### config.mk
export PLATFORM = sky130hd
export DESIGN_NAME = leaf_stream_fifo_stage
export DESIGN_NICKNAME = d
export VERILOG_FILES = /design/src/rtl/leaf_stream_fifo_stage.sv
export SDC_FILE = /design/constraint.sdc
export NUM_CORES = 1
export LEC_CHECK = 0
export BUFFER_PORTS_ARGS = -buffer_cell sky130_fd_sc_hd__buf_2
export CAP_MARGIN = 20
export CORE_MARGIN = 2
export CORE_UTILIZATION = 45
export DETAILED_ROUTE_END_ITERATION = 16
export PLACE_DENSITY_LB_ADDON = 0.15
export SLEW_MARGIN = 20
export SYNTH_ARGS = -nofsm -noshare
export SYNTH_HDL_FRONTEND = slang
export SYNTH_SLANG_ARGS = --single-unit
export TNS_END_PERCENT = 5
### constraint.sdc
create_clock -name clk -period 2.8 [get_ports clk]
set_clock_uncertainty 0.2 [all_clocks]
set_input_delay 0.42 -clock clk [delete_from_list [all_inputs] [get_ports clk]]
set_output_delay 0.42 -clock clk [all_outputs]
set_load 0.01 [all_outputs]
### src/rtl/leaf_stream_fifo_stage.sv
// Leaf buffering stage: small first-word-fall-through FIFO between two valid/ready
// byte streams, with a running XOR checksum and count of delivered words.
module leaf_stream_fifo_stage #(
    parameter int unsigned DATA_W = 8,
    parameter int unsigned DEPTH  = 4,
    parameter int unsigned CNT_W  = 16
) (
    input  logic                         clk,
    input  logic                         rst_n,
    input  logic                         flush,
    input  logic                         chk_clr,
    input  logic                         in_valid,
    output logic                         in_ready,
    input  logic [DATA_W-1:0]            in_data,
    output logic                         out_valid,
    input  logic                         out_ready,
    output logic [DATA_W-1:0]            out_data,
    output logic [$clog2(DEPTH+1)-1:0]   level,
    output logic [DATA_W-1:0]            checksum,
    output logic [CNT_W-1:0]             xfer_cnt
);

    localparam int unsigned PTR_W = $clog2(DEPTH);
    localparam int unsigned LVL_W = $clog2(DEPTH+1);

    logic [DATA_W-1:0] mem [DEPTH];
    logic [PTR_W-1:0]  wr_ptr;
    logic [PTR_W-1:0]  rd_ptr;
    logic              push;
    logic              pop;

    // Handshake qualifiers; flush forces both sides idle for the cycle.
    assign in_ready  = rst_n & ~flush & (level != LVL_W'(DEPTH));
    assign out_valid = ~flush & (level != '0);
    assign out_data  = mem[rd_ptr];
    assign push      = in_valid & in_ready;
    assign pop       = out_valid & out_ready;

    // Storage needs no reset; only the pointers and level define validity.
    always_ff @(posedge clk) begin
        if (push) begin
            mem[wr_ptr] <= in_data;
        end
    end

    // Pointers wrap naturally; level disambiguates full from empty.
    always_ff @(posedge clk or negedge rst_n) begin
        if (!rst_n) begin
            wr_ptr <= '0;
            rd_ptr <= '0;
            level  <= '0;
        end else if (flush) begin
            wr_ptr <= '0;
            rd_ptr <= '0;
            level  <= '0;
        end else begin
            if (push) begin
                wr_ptr <= wr_ptr + PTR_W'(1);
            end
            if (pop) begin
                rd_ptr <= rd_ptr + PTR_W'(1);
            end
            if (push && !pop) begin
                level <= level + LVL_W'(1);
            end else if (pop && !push) begin
                level <= level - LVL_W'(1);
            end
        end
    end

    // Delivery statistics; a clear wins over a coincident pop.
    always_ff @(posedge clk or negedge rst_n) begin
        if (!rst_n) begin
            checksum <= '0;
            xfer_cnt <= '0;
        end else if (chk_clr) begin
            checksum <= '0;
            xfer_cnt <= '0;
        end else if (pop) begin
            checksum <= checksum ^ out_data;
            xfer_cnt <= xfer_cnt + CNT_W'(1);
        end
    end

endmodule
---- Yosys cells after proc, flatten, opt, wreduce, memory -nomap -nowiden ----
Memories as Yosys holds them, arrays and structs flattened.
Index checks and enable logic that the tools add are counted.
operators by class
  mux-type cells .......................... 13
  eq/ne operators ......................... 1
  add/subtract/negate cells ............... 5
  reduce and logical (&&, ||, !) cells .... 9
  bitwise logic cells ..................... 7
operators with widths
  cell                                              count
  two-way mux 16 bit                                2
  adder 16 x 1 -> 16 bit, second input constant     1
  two-way mux 8 bit                                 2
  two-way mux 3 bit                                 3
  two-way mux 2 bit                                 4
  bitwise XOR 8 bit                                 1
  nonzero test 2 bit                                3
  nonzero test 3 bit                                2
  AND 1 bit                                         5
  adder 2 x 1 -> 2 bit, second input constant       2
  adder 3 x 1 -> 3 bit, second input constant       1
  inequality test 3 bit, second input constant      1
  subtractor 3 x 1 -> 3 bit, second input constant  1
  logical AND 1 bit                                 2
  logical NOT 1 bit                                 2
  two-way mux 1 bit                                 2
  NOT 1 bit                                         1
word-level totals
  flip-flop bits (word level) ............. 31
  memory bits (writable) .................. 32
  logic and storage cells ................. 41
  output and inout bits ................... 37
  memories kept ........................... 1
  input bits .............................. 14
memory list
  name  depth  bits a word  rd ports  clocked after memory_dff  wr ports  line  text
  mem   4      8            1         0                         1         26    logic [DATA_W-1:0] mem [DEPTH];

---- Depth between registers and ports, before layout ----
Gate-level depths: netlist of the first run.
  depth after elaboration ................. 9
  gate-level depth with buffers ........... 8
  depth with buffers taken out ............ 7

---- Worst setup path before layout of the first run ----
Ideal clock, no wire load.
  path type ............................... flip-flop to flip-flop
  start point ............................. register level[1]
  end point ............................... register level[2]
  slack ................................... 438 ps
  stages on the path, launching flop included .. 8
  clock period less this slack ............ 2,362 ps
  buffers on the path ..................... 0
  arrival time ............................ 2,080 ps
  required time ........................... 2,518 ps
  setup time .............................. 82 ps
  path through ............................ dfrtp_1 nor2_1 a21oi_2 nor2b_1 fa_1 or3_1 a21o_1 a31oi_1
on the way
  longest elaborated chain between the ends .. 7
  elaborated cells between the ends (all ways) .. 16
  those cells by class .................... add/sub (2); eq/ne (1); mux (3); bitwise (4); reduce/logical (6)
ends and longest elaborated chain
  what                                                               line  text
  start: declaration                                                 18    output logic [$clog2(DEPTH+1)-1:0] level,
  start signal: assignment                                           64    level <= level + LVL_W'(1);
  start signal: assignment                                           66    level <= level - LVL_W'(1);
  branches (longest 7 deep; another with subtractor 3 x 1 -> 3 bit)  n/a
Parallel ways; which one is timed is not known. The select of a mux whose other input is x is not followed.
A chain may end at the register's enable or synchronous reset.

---- Worst setup path in the final report of the first run ----
  start point ............................. input rst_n
  end point ............................... register level[2]
on the way
  longest elaborated chain between the ends .. 6
  elaborated cells between the ends (all ways) .. 9
  those cells by class .................... mux (2); bitwise (3); reduce/logical (4)
ends and longest elaborated chain
  what                                                            line    text
  start: declaration                                              9       input logic rst_n,
  AND 1 bit (*) (2 in series)                                     33      assign in_ready = rst_n & ~flush & (level != LVL_W'(DEPTH));
  AND 1 bit (*)                                                   36      assign push = in_valid & in_ready;
  logical AND 1 bit / logical NOT 1 bit (equally long branches)   63, 65
  two-way mux 3 bit / logical AND 1 bit (equally long branches)   63, 65
  two-way mux 3 bit / nonzero test 3 bit (equally long branches)  n/a
Mark *: on every way between the ends. The rest lies on a longest branch, timed or not.

==> metrics.txt, run 1 <==
status=finished, final reports clean; unrepaired setup endpoints after global routing=no; Die ar.=7120 µm²; DP HPWL=~4000 µm; # hold bufs at CTS=1; CP peak stage delay=530 ps; most frequent cells in the layout=50 x buf_2, 32 x edfxtp_1, 31 x dfrtp_1; IO Count=51; Placement Cell Area=3250 µm²; FP Rows=29; flops & latches, synth=63; CTS root buffer=clkbuf_8; reg2reg setup slack=320 ps; ANT cells=0; Worst Path Required=2850 ps; register area=1740 µm²; Max FO, Critical Path=6; Crit path depth=9; effective utilization at floorplan=between 40% and 50%; via count=1941; Reg2Reg Depth=7; number of global-route vias before repair=1921; Tot Pwr=2.00 mW; clk_lat worst skew=330 ps; Final Hold Viols=0; die extent in y=roughly 84 µm; CP cell instances=dlygate4sd3_1, buf_2, nand3b_1, a21oi_2, nor2b_1, fa_1, or3_1, a21o_1, a31oi_1; Yosys top cell by area=edfxtp_1; Yosys Warn Count=0; final core occ=54.3%; register area share after synthesis=59.8%; largest net degree at the start of global routing=34; post-synthesis xor/xnor area fraction=under 10%; Critical Path End=level[2]; WP data arrival=~2700 ps; fraction of registers with async set/reset=between 40% and 50%; slowest library cell on the worst path=dlygate4sd3_1; Finished Cell Area=3430 µm²; Worst Setup SP=rst_n; vias per cell=5.30; final-layout fill cell count=547; Routed WL per cell=15.9 µm; largest family of logic cells by synthesized area=simple AND/OR/NAND/NOR gates; Iteration-0 DRC Markers=between 80 and 90; Non-Filler Instances=366; reg-to-reg startpoint=level[2]; share of layout cells above drive strength 1=29.4%; commonest non-fill, non-tap cell in the layout=buf_2; synthesized instance count=around 230; Clk pin slew, worst setup/hold paths=80 ps; Slew Limit Fails=0; Synth Area in Simple Gates=15.6%; TritonCTS clock tree=done; port bufs=50; setup_tns=0 ps; CTS sink count=63; detailed-route wire length=roughly 5800 µm; area fraction of the dominant cell type after synthesis=33.1%; Main synth FF type=edfxtp_1; setup repair bufs after CTS=0; Max VDD drop=0.275 mV; adder-cell share of the synthesized area=2.84%; number of max-cap violations=0; Core Area=roughly 6300 µm²; drt drc=0; relative slew slack=69.1%; CP bufs+invs=2; DRT antenna net count=0; grt ovf=0; antenna violations before repair=0; wire length of the first global-routing pass=9700 µm; Final min period=2610 ps; number of flops mapped to enable cells by yosys=32; Critical R2R Capture=level[2]; Pleak=1.42 nW; mux contribution to synthesized area=6.54%; crit share post-route=roughly 93%; Critical Path End Type=flop; Placed Instances=349; synthesized-area fraction occupied by ao, oa, aoi and oai cells=under 10%; Tot GR Track Use=between 10% and 20%; CTS Buf Count=9; P&R area growth vs syn=17.9%; Slew @ Worst Pin=roughly 460 ps; drt first pass iters=5; Syn Nets=roughly 250; post-cts repair resize count=0; Startpoint Class=input pin; achievable frequency=383 MHz; WS Path Type=in -> reg; pwr dens=584 nW/µm²; nets=304; die width=84.4 µm; area occupied by multi-input gates=1090 µm²; gpl congestion=between 0.7 and 0.8; post-synthesis cell area=2910 µm²; delay-heaviest family, CP=simple AND/OR/NAND/NOR gates; Setup Viol. Count Final=0; htree depth=3; syn avg cell area=~13 µm²; ranking of synthesized cells by area=edfxtp_1 33%, dfrtp_1 27%, mux4_2 6.2%, xor2_1 4.8%, nor2_1 3.0%; Yosys cell types=45; worst hold path class=in -> reg; Longest Clk Path Bufs=2
report_power, final:
part	switching [mW]	internal [mW]
combinational	0.167	0.121
sequential	0.0297	1.00
clock	0.363	0.322
total	0.559	1.44
Yosys cell counts, types with 2 or more instances:
master	number
o31ai_1	4
a21oi_1	11
or4_1	2
xnor2_1	5
nor2b_1	2
nor2_1	23
nand2b_1	2
clkbuf_1	6
inv_1	5
nand3_1	14
nand2_1	9
buf_2	3
or3_1	9
o21ai_0	8
mux4_2	8
ha_1	5
and4_1	2
and2_1	4
nor4b_1	2
xor2_1	16
edfxtp_1	32
dfrtp_1	31
nand4_1	2
routing by layer:
metal / part of all wire, % / vias to the layer above / track usage (%)
li1: - / 952 / -
met1: 48 / 928 / 23.7
met2: 46 / 50 / 28.6
met3: 3.6 / 11 / 3.34
met4: 2.3 / 0 / 8.37
met5: 0 / - / 0
layout make-up:
class / instances / share of cell area [%]
multi-input combinational: 147 / 31.8
clock buffer: 9 / 3.61
inverter: 5 / 0.548
clock inverter: 7 / 1.39
sequential: 63 / 50.7
tap: 77 / 2.81
timing repair buffer: 58 / 9.13
worst reg2reg max path, cell delays in order, from the launching register on:
cell and delay [ps]:
dfrtp_1 530, nor3_1 160, nor2_1 270, nor2b_1 110, fa_1 440, or3_1 370
a21o_1 190, a31oi_1 140
sequential cells by signal, summed over array words and instances, names as in the netlist:
name,count
checksum,8
level,3
rd_ptr,2
mem,32
wr_ptr,2
xfer_cnt,16
through the flow:
step                      setup WS (ps)  hold slack [ps]
final                               191             98.6
after global routing                114             92.8
after CTS                           177             86.4
after detailed placement            261              330
after global placement              347              317
after floorplan                     438            -75.6
cell families after synthesis:
group                      Yosys count
and+or+nand+nor                     82
xor gates and xnor gates            21
adders and majority gates            6
DFF                                 63
muxes                                9
AOI/OAI and AO/OA                   29
buffers and inverters               17
worst min-delay path by stage:
stage / startpoint / to / slack [ps] / depth (start not counted)
finish: in_data[5] / mem[1][5] / 100 / 1
global route: in_data[3] / mem[2][3] / 90 / 1
CTS: flush / level[0] / 90 / 2
detailed placement: checksum[1] / checksum[1] / 330 / 2
global placement: checksum[3] / checksum[3] / 320 / 2
floorplan: rst_n / checksum[0] / -80 / 0
(Power assumes the default switching activity.)
==> inputs of run 2 (changes only) <==
- ABC_AREA: unset -> 1
- CORE_UTILIZATION: 45 -> 56
==> metrics.txt, run 2 <==
status=finished, final reports clean; CP peak stage delay=740 ps; Final Hold Viols=0; nets=409; worst hold path class=in -> reg; FP Rows=26; effective utilization at floorplan=58.9%; Finished Cell Area=3580 µm²; gpl congestion=0.875; register area share after synthesis=56.6%; setup_tns=0 ps; DP HPWL=4350 µm; P&R area growth vs syn=16.8%; Startpoint Class=flop; antenna violations before repair=0; unrepaired setup endpoints after global routing=no; fraction of registers with async set/reset=between 40% and 50%; Core Area=5200 µm²; count leader, synth=nand2_1; Slew @ Worst Pin=623 ps; setup repair bufs after CTS=0; most frequent cells in the layout=83 x nand2_1, 50 x buf_2, 34 x inv_1; area fraction of the dominant cell type after synthesis=between 30% and 40%; crit share post-route=84.9%; port bufs=50; CP cell instances=inv_6, nand2_1, nand3_1, nand2_1, inv_1, buf_2; die extent in y=78 µm; pwr dens=a little under 700 nW/µm²; post-synthesis cell area=3070 µm²; slowest library cell on the worst path=dfrtp_1; number of max-cap violations=0; Pleak=1.66 nW; Routed WL per cell=13.5 µm; largest net degree at the start of global routing=32; flops & latches, synth=63; Setup Viol. Count Final=0; vias per cell=5.14; synthesized instance count=roughly 330; Yosys cell types=32; number of flops mapped to enable cells by yosys=32; ANT cells=0; Slew Limit Fails=0; ranking of synthesized cells by area=edfxtp_1 31%, dfrtp_1 25%, nand2_1 10%, nand3_1 5.2%, inv_1 4.2%; Critical Path End Type=output pin; Clk pin slew, worst setup/hold paths=about 70 ps; Max FO, Critical Path=19; Tot GR Track Use=approximately 22%; Iteration-0 DRC Markers=around 90; Yosys Warn Count=0; via count=2385; max reg flops=32; CTS root buffer=clkbuf_8; number of global-route vias before repair=2292; Longest Clk Path Bufs=2; drt drc=0; WP data arrival=1760 ps; CTS Buf Count=9; clk_lat worst skew=340 ps; TritonCTS clock tree=done; drt first pass iters=4; Final min period=2380 ps; Syn Nets=around 350; Biggest register=mem; IO Count=51; share of layout cells above drive strength 1=24.4%; htree depth=3; CTS sink count=63; Main synth FF type=edfxtp_1; grt ovf=0; DRT antenna net count=0; die width=78 µm; Die ar.=approximately 6100 µm²; WS Path Type=reg -> out; commonest non-fill, non-tap cell in the layout=nand2_1; top cells by count, synth=83 x nand2_1, 34 x inv_1, 32 x edfxtp_1, 32 x nand3_1, 31 x dfrtp_1; relative slew slack=58.5%; Placement Cell Area=between 3000 and 4000 µm²; detailed-route wire length=~6300 µm; achievable frequency=421 MHz; Max VDD drop=approximately 0.42 mV; syn avg cell area=9.35 µm²; most frequent cell on the critical path=nand2_1; top flop regs=mem (32), xfer_cnt (16), checksum (8); Yosys top cell by area=edfxtp_1; wire length of the first global-routing pass=~10000 µm; Worst Path Required=2180 ps
## run 2: cell types whose count changed after synthesis, sizes merged, moves of 4 or more
cell	before	now
nand2	9	89
nand4	3	8
xor2	16	1
mux4	8	0
inv	5	38
and2	4	0
clkbuf	6	1
or3	9	0
nand3	15	33
nor2	23	40
o21ai	8	14
## run 2: worst paths after layout
kind | startpoint | endpoint | slack, ps | depth (start not counted)
worst max-delay path | rd_ptr[0] | out_data[5] | 420 | 6
worst min-delay path | in_data[0] | mem[0][0] | 90 | 1
worst max register to register | level[0] | level[2] | 680 | 13
worst min register to register | checksum[0] | checksum[0] | 270 | 1
max in group asynchronous | rst_n | level[1] | 1610 | 3
min in group asynchronous | rst_n | checksum[2] | 480 | 3
## run 2: layout make-up
type,instances,area [µm²]
clock buffer,9,124
clock inverter,7,56.3
fill,428,1620
inverter,39,151
multi-input combinational,218,1110
sequential,63,1740
tap,70,87.6
timing repair buffer,58,313
## run 2: kinds of logic after synthesis
logic type / synth area share (%)
buffers and inverters: 7.10
and+or+nand+nor: 25.9
xor gates and xnor gates: 2.28
AOI/OAI and AO/OA: 5.34
adders and majority gates: 2.69
DFF: 56.6
## run 2: metal layers
metal	vias up	GRT usage (%)	routed length (µm)
li1	1198	-	-
met1	1116	26.1	2710
met2	55	38.5	3170
met3	16	5.00	238
met4	0	11.4	146
met5	-	0	0
## run 2: critical path, delay by kind of cell (launching register included)
family                 cells  cell delay (ps)
flip-flops                 1              740
buffers and inverters      3              370
AND/OR/NAND/NOR            3              310
## run 2: power by group
part	switching, mW	internal, mW	leakage [nW]
clock	0.389	0.331	0.0906
combinational	0.387	0.224	0.859
sequential	0.0837	1.03	0.715
## run 2: through the flow
step	hold WS (ps)	utilization, %	power, mW	instances	setup slack, ps
after global routing	82.0	68.8	2.59	464	252
after global placement	254	65.1	1.74	447	707
final	87.1	68.8	2.45	464	423
after detailed placement	257	65.1	1.75	447	647
after floorplan	-75.6	-	1.57	328	791
after CTS	73.1	68.8	2.47	464	393
## run 2: repair_timing
action                                 CTS  global route
endpoints found under the hold margin   31             0
hold buffers                             1             0
resized for setup                        0             0
